[config.mk]
export PLATFORM = sky130hd
export DESIGN_NAME = xga_timing_gen
export DESIGN_NICKNAME = d
export VERILOG_FILES = /design/src/rtl/xga_timing_gen.sv
export SDC_FILE = /design/constraint.sdc
export NUM_CORES = 1
export LEC_CHECK = 0
export BUFFER_PORTS_ARGS = -buffer_cell sky130_fd_sc_hd__buf_2
export CAP_MARGIN = 20
export CORE_MARGIN = 2
export CORE_UTILIZATION = 35
export CTS_CLUSTER_SIZE = 24
export DETAILED_ROUTE_END_ITERATION = 10
export PLACE_DENSITY = 0.55
export RECOVER_POWER = 50
export SLEW_MARGIN = 20
export SYNTH_ARGS = -nofsm -noshare
export SYNTH_HDL_FRONTEND = slang
export SYNTH_SLANG_ARGS = --single-unit
[constraint.sdc]
create_clock -name clk -period 7.2 [get_ports clk]
set_input_delay 1.44 -clock clk [delete_from_list [all_inputs] [get_ports clk]]
set_output_delay 1.44 -clock clk [all_outputs]
set_load 0.01 [all_outputs]
[src/rtl/xga_timing_gen.sv]
// Raster timing generator for 1024x768@60 (XGA): pixel counters, syncs, active window, line/frame strobes.
// Optional macro XGA_FRAME_COUNT_EN adds a 10-bit frame counter output (frame_count).
module xga_timing_gen #(
    parameter int H_ACTIVE = 1024,
    parameter int H_FP     = 24,
    parameter int H_SYNC   = 136,
    parameter int H_BP     = 160,
    parameter int V_ACTIVE = 768,
    parameter int V_FP     = 3,
    parameter int V_SYNC   = 6,
    parameter int V_BP     = 29,
    parameter bit SYNC_POL = 1'b0
) (
    input  logic        clk,
    input  logic        rst_n,
    input  logic        pix_en,
    output logic [10:0] pix_x,
    output logic [10:0] pix_y,
    output logic        video_active,
    output logic        hsync,
    output logic        vsync,
    output logic        line_start,
    output logic        frame_start
`ifdef XGA_FRAME_COUNT_EN
    ,
    output logic [9:0]  frame_count
`endif
);

    localparam int H_TOTAL = H_ACTIVE + H_FP + H_SYNC + H_BP;
    localparam int V_TOTAL = V_ACTIVE + V_FP + V_SYNC + V_BP;

    localparam logic [10:0] X_LAST   = 11'(H_TOTAL - 1);
    localparam logic [10:0] Y_LAST   = 11'(V_TOTAL - 1);
    localparam logic [10:0] X_ACT    = 11'(H_ACTIVE);
    localparam logic [10:0] Y_ACT    = 11'(V_ACTIVE);
    localparam logic [10:0] HS_START = 11'(H_ACTIVE + H_FP);
    localparam logic [10:0] HS_END   = 11'(H_ACTIVE + H_FP + H_SYNC);
    localparam logic [10:0] VS_START = 11'(V_ACTIVE + V_FP);
    localparam logic [10:0] VS_END   = 11'(V_ACTIVE + V_FP + V_SYNC);

    if (H_TOTAL > 2047) begin : g_bad_h_total
        $error("xga_timing_gen: H_TOTAL exceeds 2047");
    end
    if (V_TOTAL > 2047) begin : g_bad_v_total
        $error("xga_timing_gen: V_TOTAL exceeds 2047");
    end

    // Next raster position and its decodes; registering the decodes of the
    // next position keeps every level output aligned with pix_x/pix_y.
    logic        wrap_x;
    logic        wrap_y;
    logic [10:0] next_x;
    logic [10:0] next_y;
    logic        next_active;
    logic        next_hs;
    logic        next_vs;

    always_comb begin
        wrap_x      = (pix_x == X_LAST);
        wrap_y      = (pix_y == Y_LAST);
        next_x      = pix_x + 11'd1;
        next_y      = pix_y;
        if (wrap_x) begin
            next_x = 11'd0;
            next_y = wrap_y ? 11'd0 : (pix_y + 11'd1);
        end
        next_active = (next_x < X_ACT) && (next_y < Y_ACT);
        next_hs     = (next_x >= HS_START) && (next_x < HS_END);
        next_vs     = (next_y >= VS_START) && (next_y < VS_END);
    end

    // pix_en is a plain qualifier with no handshake: a clk edge with pix_en=1
    // advances one pixel, pix_en=0 holds all levels and drops both strobes.
    always_ff @(posedge clk or negedge rst_n) begin
        if (!rst_n) begin
            pix_x        <= X_LAST;
            pix_y        <= Y_LAST;
            video_active <= 1'b0;
            hsync        <= ~SYNC_POL;
            vsync        <= ~SYNC_POL;
            line_start   <= 1'b0;
            frame_start  <= 1'b0;
        end else if (pix_en) begin
            pix_x        <= next_x;
            pix_y        <= next_y;
            video_active <= next_active;
            hsync        <= next_hs ? SYNC_POL : ~SYNC_POL;
            vsync        <= next_vs ? SYNC_POL : ~SYNC_POL;
            line_start   <= wrap_x;
            frame_start  <= wrap_x && wrap_y;
        end else begin
            line_start   <= 1'b0;
            frame_start  <= 1'b0;
        end
    end

`ifdef XGA_FRAME_COUNT_EN
    // Bumps on the same edge that raises frame_start, so both appear together.
    always_ff @(posedge clk or negedge rst_n) begin
        if (!rst_n) begin
            frame_count <= 10'd0;
        end else if (pix_en && wrap_x && wrap_y) begin
            frame_count <= frame_count + 10'd1;
        end
    end
`endif

endmodule

* Word level (Yosys, flattened, before mapping)
Cells that the tools add are included.
** Word-level totals
- Register bits after elaboration :: 27
- Bits of input ports :: 3
- Word-level logic and storage cells :: 28
** Cells by class
- Order comparisons :: 6
- Equality and inequality tests :: 2
- Add/subtract/negate cells :: 2
- Mux-type cells :: 7
- Reduce and logical (&&, ||, !) cells :: 4
** Operators with widths (number)
- $mux W11 :: 3
- $add A11 B1 Y11 const B :: 2
- $lt A11 B10 Y1 const B :: 2
- $lt A11 B11 Y1 const B :: 2
- $eq A11 B10 Y1 const B :: 1
- $eq A11 B11 Y1 const B :: 1
- $ge A11 B10 Y1 const B :: 1
- $ge A11 B11 Y1 const B :: 1
- $logic_and A1 B1 Y1 :: 4
- $mux W1 :: 4

* Logic depth before layout (Yosys ltp)
- Depth after elaboration :: 6
- Gate-level depth with buffers :: 9
- Depth with buffers taken out :: 8

* Least setup slack after synthesis
No wires, ideal clock.
- Kind :: reg2reg
- Start :: reg pix_x[2]
- End :: reg vsync
- Data arrival time :: 2.366 ns
- Setup time :: 0.083 ns
- Stages on the path, launching flop included :: 9
- Clock period less this slack :: 2.449 ns
- Required time :: 7.117 ns
- Setup slack :: 4.751 ns
- Path through :: dfstp_2 > buf_2 > and4_1 > and4_1 > clkbuf_1 > nand4_1 > mux2i_1 > mux2_2 > o32a_1
** Between the ends
- Longest elaborated chain between the ends :: 5
- Elaborated cells between the ends (all ways) :: 6
- Classes of those cells :: order compare: 2; eq/ne: 1; mux: 2; reduce/logical: 1
** Ends and longest elaborated chain
- start: declaration :: line 17 : output logic [10:0] pix_x,
- start signal: assignment :: line 85 : pix_x <= next_x;
- $eq A11 B11 Y1 * :: line 60 : wrap_x = (pix_x == X_LAST);
- $mux W11 * :: line 64 : if (wrap_x) begin
- $ge A11 B10 Y1 or $lt A11 B10 Y1 (tied branches) :: line 70 : next_vs = (next_y >= VS_START) && (next_y < VS_END);
- $logic_and A1 B1 Y1 * :: line 70
- $mux W1 * :: line 89 : vsync <= next_vs ? SYNC_POL : ~SYNC_POL;
- end signal: assignment :: line 81 : vsync <= ~SYNC_POL;
- end signal: assignment :: line 89
- end: declaration :: line 21 : output logic vsync,
Mark *: on every way between the ends. The rest lies on a longest branch, timed or not.
A chain may end at the register's enable or synchronous reset.

* Worst setup path in the final report
- Start :: reg pix_x[0]
- End :: reg vsync
The elaborated chain is that of the path after synthesis.

==> metrics.cfg <==
[synthesis]
syn_area_per_cell_sq_um=8.72
ys.flop_type=dfstp_2
synthArstFlopShare=1.00
syn_area_sq_um=1810
synthesis.nets=215
ys_ff_latch=27
syn_inst=208
yosysUniqueCellTypes=44
ys_seq_area_frac=0.383
synth_edf_count=0
synth_warnings=0

[die]
dieArea_sq_um=5770
fp.dieW_um=76.0
io_pins=30
die_h_um=76.0
rows=26
core_area_sq_um=5040
initial_core_util=0.360

[detailed_routing]
first_pass_iters=4
wl_per_cell_um=14.2
vias_per_cell=5.23
post-route-drc-count=0
ant_nets=0
first_iter_violations=76
vias=1539
finalWirelength_um=4180

[layout]
drive_gt1_frac=0.232
multi_input_area_sq_um=1010
nNetsFinal=232
regArea_sq_um=694
mostFrequentLayoutCell=buf_2
syn2layout_area_growth_pct=10.4
diodes=0
fill_cells=533
final_cell_mix=27 x buf_2, 22 x nor2_1, 19 x nand2_1

[setup_path]
critPathKind=reg2reg
cp-end-kind=flip-flop
crit_chain=ha_1 > nand4_1 > or4_1 > and3_1 > mux2_2 > o32a_1
cpPeakStageDelay_ns=0.62
start_kind=flip-flop
cp_num_buf_inv=0
critPathTopFamily=simple AND/OR/NAND/NOR gates
crit_slowest_cell=dfstp_2
crit_required_ns=7.41
arrival_ns=3.16
critPathMaxFanout=14

[power_and_ir_drop]
power.density_nw_per_um2=202
vdd_ir_drop_max_mv=0.0978
leakagePower_uw=0.000811
power_frac_clock=0.222
p_int_uw=266
power.share.sequential=0.547
p_comb_frac=0.231
swShare=0.344
switching_power_uw=139

[sta]
fmax_mhz=339
worst_pin_slew_ns=1.46
setup_viol=0
final_hold_viol_count=0
grt_setup_unrepaired=false
slew_viol_final=0
timing.hold.ws_ns=0.486
fin_crit_ns=2.95
relSlewSlack=0.0296
timing.final.crit_share=0.409
tns_ns=0
clock-skew-final_ns=0.00823

[worst_hold_path]
holdCritPathClass=reg2reg

[placement]
place_congestion=0.767
hpwl_um=2950
numPortBuffers=29

[global_routing]
grt_pass1_wl_um=7440
gr-usage-all-layers=0.154
antenna_found_initial=0
grt_overflow=0
grt_pass1_vias=1489
grt_max_degree=28

[cts]
numCtsBuffers=3
clock_sinks=27
cts_tree=yes
clock_latency_ns=0.28
clk_pin_slew_worst_paths_ns=0.10
ctsResizeCount=0
cts_max_level=1
clk_path_buf_depth=2
cts_root_buf=clkbuf_8
cts_setup_buffers=0
hold_buffers=0

[run]
maxCapViolations=0

[run_status]
status=completed

-- layer usage --
layer | wire length, um | vias up | global-route usage | share of wire
li1 | - | 792 | - | -
met1 | 2070 | 718 | 0.203 | 0.50
met2 | 1940 | 25 | 0.266 | 0.46
met3 | 115 | 4 | 0.0273 | 0.028
met4 | 50 | 0 | 0.0291 | 0.012
met5 | 0 | - | 0 | 0
-- final cells by class --
| type | instances | area share |
|---|---|---|
| clock buffer | 4 | 0.0225 |
| sequential | 27 | 0.347 |
| timing repair buffer | 29 | 0.0713 |
| tap | 70 | 0.0438 |
| inverter | 5 | 0.00938 |
| multi-input combinational | 159 | 0.506 |
-- state kept, by name, summed over array words and instances, names as in the netlist --
signal        cells
frame_start       1
line_start        1
pix_x            11
hsync             1
pix_y            11
vsync             1
video_active      1
-- kinds of logic after synthesis --
| group | count (synthesis) | synth area share |
|---|---|---|
| adder cells (fa/ha/maj) | 4 | 0.0276 |
| flip-flops | 27 | 0.383 |
| multiplexers | 9 | 0.0538 |
| XOR/XNOR | 11 | 0.0531 |
| AND/OR/NAND/NOR | 89 | 0.273 |
| AO/OA/AOI/OAI | 46 | 0.155 |
| buffers and inverters | 22 | 0.0552 |
-- power groups by stage --
stage / Sequential, uW / Combinational [uW] / Clock, uW
floorplan: 207 / 82.5 / 0
global placement: 225 / 94.0 / 0
detailed placement: 224 / 94.7 / 0
CTS: 222 / 94.7 / 93.6
global route: 229 / 108 / 99.6
finish: 222 / 93.4 / 90.0
-- worst paths after layout --
kind	startpoint	to	slack [ns]	cells past startpoint
worst max-delay path	pix_x[0]	vsync	4.25	6
worst min-delay path	video_active	video_active	0.49	1
worst max register to register	pix_x[0]	vsync	4.25	6
worst min register to register	video_active	video_active	0.49	1
max in group asynchronous	rst_n	pix_y[4]	4.86	1
min in group asynchronous	rst_n	pix_x[9]	1.49	1
-- through the flow --
| stage | util | power, uW | cell area (sq um) | setup slack [ns] | instances |
|---|---|---|---|---|---|
| final | 0.397 | 405 | 2000 | 4.25 | 294 |
| after global routing | 0.397 | 437 | 2000 | 3.98 | 294 |
| after CTS | 0.399 | 410 | 2010 | 4.46 | 294 |
| after detailed placement | 0.390 | 319 | 1960 | 4.46 | 290 |
| after global placement | 0.390 | 319 | 1960 | 4.46 | 290 |
| after floorplan | - | 290 | 1810 | 4.75 | 208 |
-- worst register-to-register path, delay by kind of cell (launching register included) --
family / cells / cell delay (ns)
simple gates: 3 / 1.29
fa+ha+maj: 1 / 0.38
flops: 1 / 0.62
compound gates: 1 / 0.34
mux: 1 / 0.26
-- synth_stat cells, types with 2 or more instances --
cell type	count	area (sq um)
nor2_1	22	82.6
o32a_1	2	20.0
nand4_1	10	62.6
nand3_1	9	45.0
ha_1	4	50.1
a21oi_1	11	55.1
xor2_1	5	43.8
dfrtp_1	12	300
o22ai_1	4	25.0
o31ai_1	2	15.0
clkbuf_1	10	37.5
dfstp_2	15	394
o21ai_0	18	90.1
mux2i_1	3	30.0
or3_1	3	18.8
a211o_1	2	17.5
buf_2	5	25.0
and2_1	3	18.8
a21o_1	2	15.0
nor3_1	2	10.0
and4_1	5	43.8
nand2_1	19	71.3
mux2_2	6	67.6
and3_1	4	25.0
or4_1	2	15.0
xnor2_1	6	52.6
inv_1	5	18.8
(Power assumes the default switching activity.)
